**src/rtl/bitstream_decoder_if.sv**
```systemverilog
// Handshake and data bundle between the bitstream fabric, the decoder and the readout consumer.
// COUNT_W is derived from WINDOW so both ends always agree on the count width.
interface bitstream_decoder_if #(
    parameter int CHANNELS = 2,
    parameter int WINDOW   = 256
);
    localparam int COUNT_W = $clog2(WINDOW + 1);

    logic                        start;
    logic [CHANNELS-1:0]         stream_in;
    logic                        in_valid;
    logic                        busy;
    logic                        out_valid;
    logic                        out_ready;
    logic [CHANNELS*COUNT_W-1:0] out_counts;

    modport master (
        output start, stream_in, in_valid, out_ready,
        input  busy, out_valid, out_counts
    );

    modport slave (
        input  start, stream_in, in_valid, out_ready,
        output busy, out_valid, out_counts
    );
endinterface

```
**src/rtl/bitstream_decoder.sv**
```systemverilog
// Counts ones per channel over WINDOW qualified samples and holds the counts
// on a valid/ready output until the consumer accepts them.
module bitstream_decoder #(
    parameter  int CHANNELS = 2,
    parameter  int WINDOW   = 256,
    localparam int COUNT_W  = $clog2(WINDOW + 1)
) (
    input  logic                clk,
    input  logic                rst,
    bitstream_decoder_if.slave  bus
);
    typedef enum logic [1:0] {
        IDLE  = 2'd0,
        COUNT = 2'd1,
        HOLD  = 2'd2
    } state_t;

    localparam logic [COUNT_W-1:0] LAST_SAMPLE = COUNT_W'(WINDOW - 1);

    state_t                      state;
    logic [CHANNELS*COUNT_W-1:0] cnt;
    logic [CHANNELS*COUNT_W-1:0] cnt_next;
    logic [COUNT_W-1:0]          samples;
    logic                        busy;
    logic                        out_valid;
    logic [CHANNELS*COUNT_W-1:0] out_counts;

    // Per-channel counts after adding the current sample bits
    always_comb begin
        cnt_next = cnt;
        for (int i = 0; i < CHANNELS; i++) begin
            cnt_next[i*COUNT_W +: COUNT_W] = cnt[i*COUNT_W +: COUNT_W] + COUNT_W'(bus.stream_in[i]);
        end
    end

    // Conversion FSM with registered status and result outputs
    always_ff @(posedge clk or posedge rst) begin
        if (rst) begin
            state      <= IDLE;
            cnt        <= '0;
            samples    <= '0;
            busy       <= 1'b0;
            out_valid  <= 1'b0;
            out_counts <= '0;
        end else begin
            case (state)
                IDLE: begin
                    if (bus.start) begin
                        state   <= COUNT;
                        cnt     <= '0;
                        samples <= '0;
                        busy    <= 1'b1;
                    end
                end
                COUNT: begin
                    if (bus.in_valid) begin
                        cnt     <= cnt_next;
                        samples <= samples + COUNT_W'(1);
                        // The final sample goes straight into the result register
                        if (samples == LAST_SAMPLE) begin
                            out_counts <= cnt_next;
                            out_valid  <= 1'b1;
                            state      <= HOLD;
                        end
                    end
                end
                HOLD: begin
                    if (bus.out_ready) begin
                        out_valid <= 1'b0;
                        if (bus.start) begin
                            state   <= COUNT;
                            cnt     <= '0;
                            samples <= '0;
                            busy    <= 1'b1;
                        end else begin
                            state <= IDLE;
                            busy  <= 1'b0;
                        end
                    end
                end
                default: begin
                    state     <= IDLE;
                    busy      <= 1'b0;
                    out_valid <= 1'b0;
                end
            endcase
        end
    end

    assign bus.busy       = busy;
    assign bus.out_valid  = out_valid;
    assign bus.out_counts = out_counts;
endmodule
```
**src/flat_wrapper.sv**
```systemverilog
// flat-port wrapper written by rule: the top's interface ports become plain ports
module bitstream_decoder_flat 
#(
    parameter  int CHANNELS = 2,
    parameter  int WINDOW   = 256,
    localparam int COUNT_W  = $clog2(WINDOW + 1)
)
  (clk, rst, bus_start, bus_stream_in, bus_in_valid, bus_out_ready, bus_busy, bus_out_valid, bus_out_counts);
  bitstream_decoder_if #(.CHANNELS(CHANNELS), .WINDOW(WINDOW)) bus_i ();
  input  logic clk;
  input  logic rst;
  input wire logic [$bits(bus_i.start)-1:0] bus_start;
  input wire logic [$bits(bus_i.stream_in)-1:0] bus_stream_in;
  input wire logic [$bits(bus_i.in_valid)-1:0] bus_in_valid;
  input wire logic [$bits(bus_i.out_ready)-1:0] bus_out_ready;
  output wire logic [$bits(bus_i.busy)-1:0] bus_busy;
  output wire logic [$bits(bus_i.out_valid)-1:0] bus_out_valid;
  output wire logic [$bits(bus_i.out_counts)-1:0] bus_out_counts;
  assign bus_i.start = bus_start;
  assign bus_i.stream_in = bus_stream_in;
  assign bus_i.in_valid = bus_in_valid;
  assign bus_i.out_ready = bus_out_ready;
  assign bus_busy = bus_i.busy;
  assign bus_out_valid = bus_i.out_valid;
  assign bus_out_counts = bus_i.out_counts;
  bitstream_decoder #(.CHANNELS(CHANNELS), .WINDOW(WINDOW)) u_core (.clk(clk), .rst(rst), .bus(bus_i));
endmodule
```
**config.mk**
```make
export PLATFORM = sky130hd
export DESIGN_NAME = bitstream_decoder_flat
export DESIGN_NICKNAME = d
export VERILOG_FILES = /design/src/rtl/bitstream_decoder_if.sv /design/src/rtl/bitstream_decoder.sv /design/src/flat_wrapper.sv
export SDC_FILE = /design/constraint.sdc
export NUM_CORES = 1
export LEC_CHECK = 0
export ABC_CLOCK_PERIOD_IN_PS = 5800
export BUFFER_PORTS_ARGS = -buffer_cell sky130_fd_sc_hd__buf_2
export CORE_UTILIZATION = 60
export DETAILED_ROUTE_END_ITERATION = 8
export PLACE_DENSITY_LB_ADDON = 0.08
export SKIP_LAST_GASP = 1
export SLEW_MARGIN = 20
export SYNTH_ARGS = -nofsm -noshare
export SYNTH_HDL_FRONTEND = slang
export SYNTH_SLANG_ARGS = --single-unit
```
**constraint.sdc**
```tcl
create_clock -name clk -period 5.8 [get_ports clk]
set_clock_uncertainty 0.15 [all_clocks]
set_input_delay 1.16 -clock clk [delete_from_list [all_inputs] [get_ports clk]]
set_output_delay 1.16 -clock clk [all_outputs]
set_load 0.1 [all_outputs]
```
======== Yosys cells after proc, flatten, opt, wreduce, memory -nomap -nowiden ========
Index checks and enable logic that the tools add are counted.
storage, ports and cells
  bits in registers ....................... 49
  bits in latches ......................... 0
  RAM bits ................................ 0
  bits in read-only memories .............. 0
  input bits .............................. 7
  output and inout bits ................... 20
  word-level logic and storage cells ...... 47
  memories ................................ 0
cells by class
  $add $sub $neg .......................... 3
  multipliers ............................. 0
  divide/modulo/power cells ............... 0
  order comparisons ....................... 0
  equal/unequal tests ..................... 7
  shift operators ......................... 0
  mux-type cells .......................... 22
  bitwise logic cells ..................... 2
  reductions and logical operators ........ 7
operators with widths
  cell                 number
  $mux 18              3
  $pmux 18 s3          1
  $mux 9               3
  $pmux 9 s3           1
  $add 9x1->9          2
  $add 9x1->9 const B  1
  $eq 9x8->1 const B   1
  $reduce_and 3->1     3
  $mux 2               4
  $reduce_and 4->1     2
  $mux 1               7
  $ne 2x2->1 const B   3
  $pmux 1 s3           2
  $pmux 2 s3           1
  $reduce_bool 3->1    1
  $eq 2x1->1 const B   1
  $eq 2x2->1 const B   1
  $logic_not 2->1      1
  $ne 2x1->1 const B   1
  $not 1->1            2

======== Depth between registers and ports, before layout ========
Gate-level depths: netlist of the first run.
  word-level depth ........................ 4
  gate-level depth with buffers ........... 8
  mapped depth without buffers ............ 7

======== Worst setup path before layout of the first run ========
No wires, ideal clock.
  kind .................................... input to register
  start point ............................. input port bus_stream_in[0]
  end point ............................... register u_core.out_counts[8] (netlist: u_core.bus.out_counts[8])
  setup time .............................. 0.083 ns
  arrival time ............................ 2.306 ns
  data required time ...................... 5.567 ns
  slack ................................... 3.261 ns
  stages on the path ...................... 7
  buffers on the path ..................... 1
  cells stage by stage .................... ha_1 -> ha_1 -> clkbuf_1 -> nand3_1 -> or2_2 -> xor2_1 -> o21ai_0
on the way
  word-level cells in the longest chain between the ends .. 1
ends and longest elaborated chain
  what                    RTL line                 RTL
  start: declaration      flat_wrapper.sv:13       input wire logic [$bits(bus_i.stream_in)-1:0] bus_stream_in;
  $add 9x1->9             bitstream_decoder.sv:32  cnt_next[i*COUNT_W +: COUNT_W] = cnt[i*COUNT_W +: COUNT_W] + COUNT_W'(bus.stream_in[i]);
  end signal: assignment  bitstream_decoder.sv:61  out_counts <= cnt_next;
  end: declaration        bitstream_decoder.sv:26  logic [CHANNELS*COUNT_W-1:0] out_counts;
No other way between the ends.
A chain may end at the register's enable or synchronous reset.

======== Worst setup path in the final report of the first run ========
  start point ............................. input port bus_in_valid
  end point ............................... register u_core.samples[4]
on the way
  word-level cells in the longest chain between the ends .. 2
ends and longest elaborated chain
  what                               RTL line                 RTL
  start: declaration                 flat_wrapper.sv:14       input wire logic [$bits(bus_i.in_valid)-1:0] bus_in_valid;
  $ne 2x2->1 (no source line)        n/a
  $reduce_and 3->1 (no source line)  n/a
  end signal: assignment             bitstream_decoder.sv:58  samples <= samples + COUNT_W'(1);
  end: declaration                   bitstream_decoder.sv:23  logic [COUNT_W-1:0] samples;
No other way between the ends.

==> results of run 1 <==
## through the flow
stage | cell area [um^2] | cells | power [mW] | hold slack [ns]
6_report | 2560 | 306 | 0.710 | 0.327
5_1_grt | 2560 | 306 | 0.745 | 0.353
4_1_cts | 2560 | 306 | 0.716 | 0.335
3_5_place_dp | 2460 | 298 | 0.509 | 0.314
3_3_place_gp | 2460 | 298 | 0.506 | 0.307
2_1_floorplan | 2350 | 237 | 0.484 | 0.319
## logic make-up after synthesis
logic type      synth area share (%)
simple gates                    16.5
compound gates                  14.6
flops                           52.3
buf+inv                         4.37
xor+xnor                        6.72
fa+ha+maj                       3.20
mux                             2.35
## where the power goes
part	switching [mW]	internal [mW]	leakage (nW)
sequential	0.0326	0.375	0.659
clock	0.111	0.0967	0.0512
combinational	0.0525	0.0428	0.479
## layout make-up
| class | instances | area [um^2] | share of cell area [%] |
|---|---|---|---|
| Inverter | 6 | 23.8 | 0.928 |
| Tap cell | 48 | 60.1 | 2.34 |
| Sequential cell | 49 | 1230 | 47.9 |
| Clock inverter | 2 | 13.8 | 0.537 |
| Timing Repair Buffer | 27 | 138 | 5.37 |
| Clock buffer | 6 | 82.6 | 3.22 |
| Multi-Input combinational cell | 168 | 1020 | 39.7 |
## Yosys cell counts (all sizes together)
| cell type | count |
|---|---|
| buf | 11 |
| a22o | 5 |
| xnor2 | 10 |
| nor2 | 13 |
| and2 | 3 |
| a41oi | 2 |
| inv | 6 |
| nor2b | 1 |
| o21ai | 32 |
| o31ai | 2 |
| nor3 | 4 |
| nor4 | 1 |
| clkbuf | 3 |
| and3 | 3 |
| nand3b | 1 |
| o22ai | 3 |
| or2 | 2 |
| nand4 | 4 |
| nand2b | 3 |
| nand2 | 33 |
| xor2 | 8 |
| and3b | 1 |
| dfrtp | 49 |
| mux2i | 1 |
| nand4b | 1 |
| ha | 6 |
| mux2 | 4 |
| a31oi | 5 |
| a21oi | 9 |
| or3 | 4 |
| nand3 | 7 |
## worst max path at each step
stage,end,cells past startpoint,startpoint
after floorplan,u_core.bus.out_counts[8]$_DFFE_PP0P_,7,bus_stream_in[0]
after global placement,u_core.samples[4]$_DFFE_PP0P_,5,bus_in_valid
after detailed placement,u_core.samples[4]$_DFFE_PP0P_,5,bus_in_valid
after CTS,u_core.samples[4]$_DFFE_PP0P_,5,bus_in_valid
after global routing,u_core.samples[4]$_DFFE_PP0P_,5,bus_in_valid
final,u_core.samples[4]$_DFFE_PP0P_,5,bus_in_valid
## per-layer routing
| layer | part of all wire, % | vias to the layer above |
|---|---|---|
| met2 | 47 | 40 |
| met3 | 4.2 | 10 |
| li1 | - | 860 |
| met4 | 1.9 | 0 |
| met1 | 47 | 834 |
| met5 | 0 | - |
## sequential cells by signal, summed over array words and instances, names as in the netlist
| signal | count |
|---|---|
| u_core.state | 2 |
| u_core.bus.out_valid | 1 |
| u_core.bus.out_counts | 18 |
| u_core.bus.busy | 1 |
| u_core.samples | 9 |
| u_core.cnt | 18 |
## critical path, cell delays in order
cell and delay [ns]:
buf_2 0.13, and3b_1 0.73, a21oi_4 0.20, or3_1 0.40, a21oi_1 0.14
==> results, run 1 <==
- The instance count of the mapped netlist is ~240.
- Static timing analysis puts the maximum clock frequency at roughly 370 MHz.
- The number of hold buffers added after cts is 0.
- Detailed routing inserted a total of roughly 1700 vias.
- The largest area contributor in the synthesized netlist is dfrtp_1.
- The H-tree level count is 2.
- The met2 usage is between 30% and 40%.
- The cell depth of the worst hold path is 2.
- The maximum fanout along the worst path is 23.
- The first-iteration detailed-routing DRC count is around 130.
- Entering global routing, the biggest net connects 50 pins.
- Global routing used 6.16% of the available met3 tracks.
- In this run the worst hold path is classified as reg2reg.
- The remaining antenna violation count is 0.
- The filler cells instantiated in the layout total 300.
- The static leakage is about 1.2 nW.
- The final critical-path required period is 2.68 ns.
- After synthesis, the largest area contributor takes up 52.3% of total cell area.
- Setup repair after global routing left no endpoint under its margin.
- The post-synthesis cell area is ~2300 um^2.
- The number of warnings printed during yosys synthesis is 0.
- The clock net in this run drives a total of 49 sinks.
- The count of final hold-check violations came to 0.
- The flow ran to the end, and the final reports show no timing, DRC or antenna violations.
- The library cell used most frequently in the layout, excluding fill and tap cells, is dfrtp_1.
- The initial antenna violation count is 0.
- The number of gates resized after cts is 0.
- Dividing the synthesized area by the synthesized cell count gives ~9.9 um^2.
- From bottom edge to top edge, the die measures ~65 um.
- In this run the deepest clock path goes through 2 buffers.
- The final core area utilization is roughly 70%.
- In the global route stage, met1 resource usage came out at between 20% and 30%.
- Compared with the post-synthesis result, the final layout area differs by 9.17%.
- The initial standard-cell utilization of the core is between 60% and 70%.
- OpenSTA, run right after detailed placement, puts the worst setup slack at approximately 2.8 ns.
- The number of antenna diodes in the final layout is 0.
- The total power density per cell area is 277 nW/um^2.
- The via count of the first global-routing pass came to around 1600.
- The path depth of the worst reg2reg path is 4.
- The type of the worst setup path is in2reg.
- For this run, the detailed router's first-pass iteration total came to 4.
- After clock tree synthesis, the clock-pin slew on the worst setup and hold paths is 0.09 ns.
- The layer with the highest usage after global routing is met2.
- In the layout the commonest cells are dfrtp_1, nand2_1, o21ai_0.
- The first global-routing pass estimated about 6.9 mm of wire.
- STA puts the critical path data required time at around 5.9 ns.
- The tool flagged a number of max-cap violations equal to 0.
- The port buffer count is 26.
- Synthesis inferred 49 register bits.
- The horizontal die dimension is 64.5 um.
- TritonCTS built the clock tree.
- In the post-synthesis netlist, the biggest area contributors are dfrtp_1, o21ai_0, nand2_1, xnor2_1, ha_1.
- In the routed design, unresolved DRC markers number 0.
- The total of endpoints with negative setup slack in the final report is 0.
- The number of nets at the end of the flow is 270.
- In the post-route analysis, the smallest setup slack over all paths is just over 3 ns.
- Dividing the detail-routed wire length by the instance count gives roughly 13 um.
- Using the TritonRoute via totals, the vias-per-cell ratio works out to approximately 5.7.
- The layout cell share with drive strength beyond 1 is about 17%.
- The total CTS buffers is 5.
- The worst setup path is captured at a flip-flop.
- The start point of the worst min-delay path is u_core.bus.out_counts[15]$_DFFE_PP0P_.
- Setup slack on the worst reg-to-reg path comes out at approximately 3.6 ns.
- At the worst endpoint, the arrival time is roughly 2.8 ns.
- The clock latency on the worst-skew pair is about 0.30 ns.
- The remaining max-slew budget at the tightest pin is between 40% and 50%.
- The die covers around 4200 um^2.
- The endpoint identified for the worst register-to-register timing path is u_core.samples[4]$_DFFE_PP0P_.
- The worst supply voltage drop on vdd is around 0.00022 V.
- The worst setup path is launched from a primary input.
- The total half-perimeter wirelength after legalization and detailed placement is approximately 2.7 mm.
- The share of the clock period used by the worst path after layout is 46.3%.
- For the final routed database, the setup TNS stands at 0 ns.
- The overall routing resource usage is 22.0%.
- The core area is approximately 3700 um^2.
- The weighted congestion at the end of routability-driven global placement is 0.822.
- The final layout contains routed wiring with a total length of 4.04 mm.
- The number of rows created at floorplan is 22.
- Pin placement for this block handled 27 I/O pins.
- The clock tree root driver cell is clkbuf_8.
- The final-report max-slew violation count was 0.
- The number of different library cells used by synthesis comes to 34.
- The proportion of synthesized chip area in sequential cells is a little over half.
- The number of nets produced by synthesis is 250.
- The global route total overflow is 0.
- The startpoint identified for the worst register-to-register timing path is u_core.state[1]$_DFFE_PP0P_.
- For the pin with the worst max-slew slack, the measured transition is approximately 0.86 ns.
- The capture endpoint of the worst hold path is u_core.bus.out_counts[15]$_DFFE_PP0P_.
- The post-CTS setup buffer count is 0.
No activity file was read; power rests on OpenSTA's default activity.
==> inputs of run 2 (changes only) <==
--- a/config.mk
+++ b/config.mk
@@ -5,9 +5,10 @@
 export SDC_FILE = /design/constraint.sdc
 export NUM_CORES = 1
 export LEC_CHECK = 0
-export ABC_CLOCK_PERIOD_IN_PS = 5800
+export ABC_AREA = 1
+export ABC_CLOCK_PERIOD_IN_PS = 2600
 export BUFFER_PORTS_ARGS = -buffer_cell sky130_fd_sc_hd__buf_2
-export CORE_UTILIZATION = 60
+export CORE_UTILIZATION = 58
 export DETAILED_ROUTE_END_ITERATION = 8
 export PLACE_DENSITY_LB_ADDON = 0.08
 export SKIP_LAST_GASP = 1
==> constraint.sdc (replaced) <==
create_clock -name clk -period 2.6 [get_ports clk]
set_clock_uncertainty 0.15 [all_clocks]
set_input_delay 0.52 -clock clk [delete_from_list [all_inputs] [get_ports clk]]
set_output_delay 0.52 -clock clk [all_outputs]
set_load 0.1 [all_outputs]
==> run 2 against run 1 <==
Critical path depth increased by 6. Power increased to 2.7 times the previous value. Hold slack got worse by 0.24 ns. Critical endpoint is now u_core.bus.out_counts[9]$_DFFE_PP0P_. Largest cell class unchanged. Area after synthesis increased by 3.0%.
==> results, run 2 <==
- The final critical-path required period is roughly 2.1 ns.
- The post-synthesis async set-or-reset flop share is 100% (unchanged).
- The total number of vias is 1887 (+8.2%).
- The number of gates resized after cts is 0 (unchanged).
- The proportion of synthesized chip area in sequential cells was 50.7% (-1.5 points).
- The wire length per cell came to 12.0 um (-9.2%).
- The transition at the pin with the smallest max-transition slack was 0.512 ns (-0.343 ns).
- The total negative slack came to 0 ns (unchanged).
- The required time of the critical path is 2.68 ns (-3.20 ns).
- The simple-gate area share of the yosys netlist is 29.4% (+13 points).
- The overall routing resource usage came to 23.3% (+1.3 points).
- The post-CTS setup buffer count is 0 (unchanged).
- The total power density per cell area is 702 nW/um^2 (+150%).
- The chip height is 66.6 um (+3.1%).
- The port buffer count is 26 (unchanged).
- The weighted congestion at the end of routability-driven global placement was 0.788 (-4.2%).
- The cell count after placement is 367 (+23%).
- The tree is rooted in a clkbuf_8.
- The kind of start point of the critical path is a flip-flop.
- The path class of the tightest hold or removal check is in2async.
- The total area of multi-input combinational cells was 1010 um^2 (-0.25%).
- The final-report max-slew violation count is 0 (unchanged).
- The maximum number of pins on one net before global-route repair came to 26 (-48%).
- The number of primary I/O pins was 27 (unchanged).
- The number of antenna repair diodes is 0 (unchanged).
- The number of storage elements in the synthesis netlist is 49 (unchanged).
- The worst setup path is captured at a flip-flop.
- The number of warnings printed during yosys synthesis came to 0 (unchanged).
- The static leakage is 1.49 nW (+26%).
- The first-iteration detailed-routing DRC count came to 73 (-44%).
- The post-synthesis mux area share was 0% (-2.3 points).
- In the final layout, the registers with the most flip-flops are u_core.bus.out_counts (18), u_core.cnt (18), u_core.samples (9).
- The worst-case clock buffer depth is 2 (unchanged).
- The global route total overflow is 0 (unchanged).
- The total of endpoints with negative setup slack in the final report is 0 (unchanged).
- The xor-xnor portion of the synthesized cell area was 3.26% (-3.5 points).
- The number of vias per cell was 5.03 (-12%).
- The compound-gate portion of the synthesized area is 6.21% (-8.4 points).
- The initial antenna violation count was 0 (unchanged).
- The maximum fanout along the worst path is 25 (+8.7%).
- The number of rows created at floorplan came to 23 (+4.5%).
- The number of iterations in the first detailed-routing pass is 4 (unchanged).
- The wire length after detailed routing is 4.49 mm (+11%).
- The clock-pin transition on the worst setup and hold timing paths came to 0.09 ns (about the same).
- The worst supply voltage drop on vdd was 0.000371 V (+66%).
- Of all cell types, the one taking the most synthesized area is dfrtp_1.
- The DRC violation count after routing is 0 (unchanged).
- The type of the worst setup path is reg2reg.
- Traced cell by cell, the critical path runs through ha_1 -> nand2_1 -> inv_1 -> nand3_1 -> nor2_1 -> ha_1 -> inv_1 -> nor2_4 -> inv_2 -> nand2_1 -> o21ai_2.
- The count of final hold-check violations is 0 (unchanged).
- The clock latency on the worst-skew pair is 0.30 ns (about the same).
- The number of non-filler instances in the completed layout is 375 (+23%).
- The total die area is 4430 um^2 (+6.4%).
- The final critical path takes up between 80% and 90% of the cycle.
- The core area came to 4000 um^2 (+7.6%).
- The cell area after placement is 2570 um^2 (+4.5%).
- The unique cell type count in the Yosys netlist is 24 (-29%).
- Setup repair after global routing left no endpoint under its margin.
- The cell area after layout is 2710 um^2 (+5.8%).
- The family with the most delay on the worst path is buffers and inverters.
- The fill cell instance count of the final layout came to 327 (+9.0%).
- The sum of buffers and inverters on the critical path is 3 (+2).
- The instance count of the mapped netlist is 294 (+24%).
- The number of nets produced by synthesis is 307 (+23%).
- The largest stage delay on the critical path came to 0.42 ns (-0.31 ns).
- The total CTS buffers is 5 (unchanged).
- The layout cell share with drive strength beyond 1 is 16.6% (-0.44 points).
- The average cell area after synthesis came to 8.22 um^2 (-17%).
- The initial standard-cell utilization of the core came to 60.4% (-2.7 points).
- The sequential standard cell area was 1230 um^2 (unchanged).
- Among all cell types in the netlist, the one instantiated most often is nand2_1.
- Leaving out fill and tap cells, the most frequent cells in the layout are nand2_1, dfrtp_1, inv_1, buf_2, nand3_1.
- The share of the synthesized area in the top cell type is 50.7% (-1.5 points).
- The total half-perimeter wirelength after legalization and detailed placement is 3.13 mm (+18%).
- The remaining antenna violation count is 0 (unchanged).
- Compared with the post-synthesis result, the final layout area differs by 12.1%.
- Sorting the synthesized cells by area gives the leading types as dfrtp_1, nand2_1, inv_1, nand3_1, ha_1.
- The post-synthesis cell area was 2420 um^2 (+3.0%).
- The count of maximum capacitance violations is 0 (unchanged).
- The number of nets at the end of the flow is 337 (+25%).
- The adder and majority gate portion of the synthesized area came to 3.11% (-0.094 points).
- The horizontal die dimension is 66.6 um (+3.1%).
- The remaining max-slew budget at the tightest pin is 65.8% (+23 points).
- The worst slack on hold paths is 0.0898 ns (-0.237 ns).
- The number of enable flip-flop cells after synthesis is 0 (unchanged).
- The path depth of the worst reg2reg path is 11 (+7).
- After synthesis, the largest family of logic cells by area is simple AND/OR/NAND/NOR gates.
- The data arrival time of the worst path came to 2.18 ns (-0.59 ns).
- The cell type of the slowest stage on the worst timing path is dfrtp_1.
- The flow ran to the end, and the final reports show no timing, DRC or antenna violations.
- The global-route wire length before repair was 7.72 mm (+11%).
- The maximum achievable frequency is around 480 MHz.
- The H-tree level count is 2 (unchanged).
- The via count of the first global-routing pass is 1735 (+7.5%).
- The clock tree from TritonCTS is yes.
- Ranked by instance count, the synthesized netlist is headed by nand2_1, dfrtp_1, inv_1.
- The clock sink count is 49 (unchanged).
- The number of hold buffers added after cts is 0 (unchanged).
- The instance count on the critical path is 11 (+6).
- The most used flip-flop cell after synthesis is dfrtp_1.
- Leaving out fill and tap cells, the most frequent cell in the layout is nand2_1.
## run 2: cell count changes after synthesis, moves of 7 or more
cell,change
a21oi_1,-7
inv_1,+21
nand2_1,+92
nand3_1,+13
o21ai_0,-21
o21ai_2,+7
xnor2_1,-9
## run 2: metrics by stage
step / util (%) / power, mW / setup slack (ns)
2_1_floorplan: - / 1.20 / 0.757
3_3_place_gp: 64.4 / 1.27 / 0.628
3_5_place_dp: 64.4 / 1.28 / 0.550
4_1_cts: 67.7 / 1.92 / 0.505
5_1_grt: 67.7 / 2.01 / 0.301
6_report: 67.7 / 1.90 / 0.501
## run 2: kinds of logic after synthesis
group,count (synthesis)
AO/OA/AOI/OAI,24
XOR/XNOR,9
AND/OR/NAND/NOR,169
flip-flops,49
adder cells (fa/ha/maj),6
buffers and inverters,37
## run 2: final cells by class
| type | count | area share [%] |
|---|---|---|
| Clock inverter | 3 | 2.40 |
| Timing Repair Buffer | 29 | 5.64 |
| Clock buffer | 5 | 2.54 |
| Multi-Input combinational cell | 208 | 37.5 |
| Tap cell | 50 | 2.31 |
| Inverter | 31 | 4.39 |
| Sequential cell | 49 | 45.3 |
## run 2: per-layer routing
metal | wire, um | track usage [%] | up-vias
met1 | 2210 | 30.4 | 865
met3 | 184 | 5.65 | 9
met4 | 60 | 6.91 | 0
li1 | - | - | 971
met2 | 2040 | 38.3 | 42
met5 | 0 | 0 | -
## run 2: power by group
group / total, mW / internal, mW / switching (mW)
logic: 0.329 / 0.114 / 0.216
registers: 0.937 / 0.852 / 0.0853
clock network: 0.634 / 0.382 / 0.252
## run 2: final timing paths
check / start / endpoint / slack, ns
worst max-delay path: u_core.samples[1]$_DFFE_PP0P_ / u_core.bus.out_counts[9]$_DFFE_PP0P_ / 0.50
worst min-delay path: rst / u_core.bus.out_counts[4]$_DFFE_PP0P_ / 0.09
worst max register to register: u_core.samples[1]$_DFFE_PP0P_ / u_core.bus.out_counts[9]$_DFFE_PP0P_ / 0.50
worst min register to register: u_core.bus.out_counts[8]$_DFFE_PP0P_ / u_core.bus.out_counts[8]$_DFFE_PP0P_ / 0.33
max in group asynchronous: rst / u_core.bus.out_counts[9]$_DFFE_PP0P_ / 1.63
min in group clk: u_core.bus.out_counts[8]$_DFFE_PP0P_ / u_core.bus.out_counts[8]$_DFFE_PP0P_ / 0.33
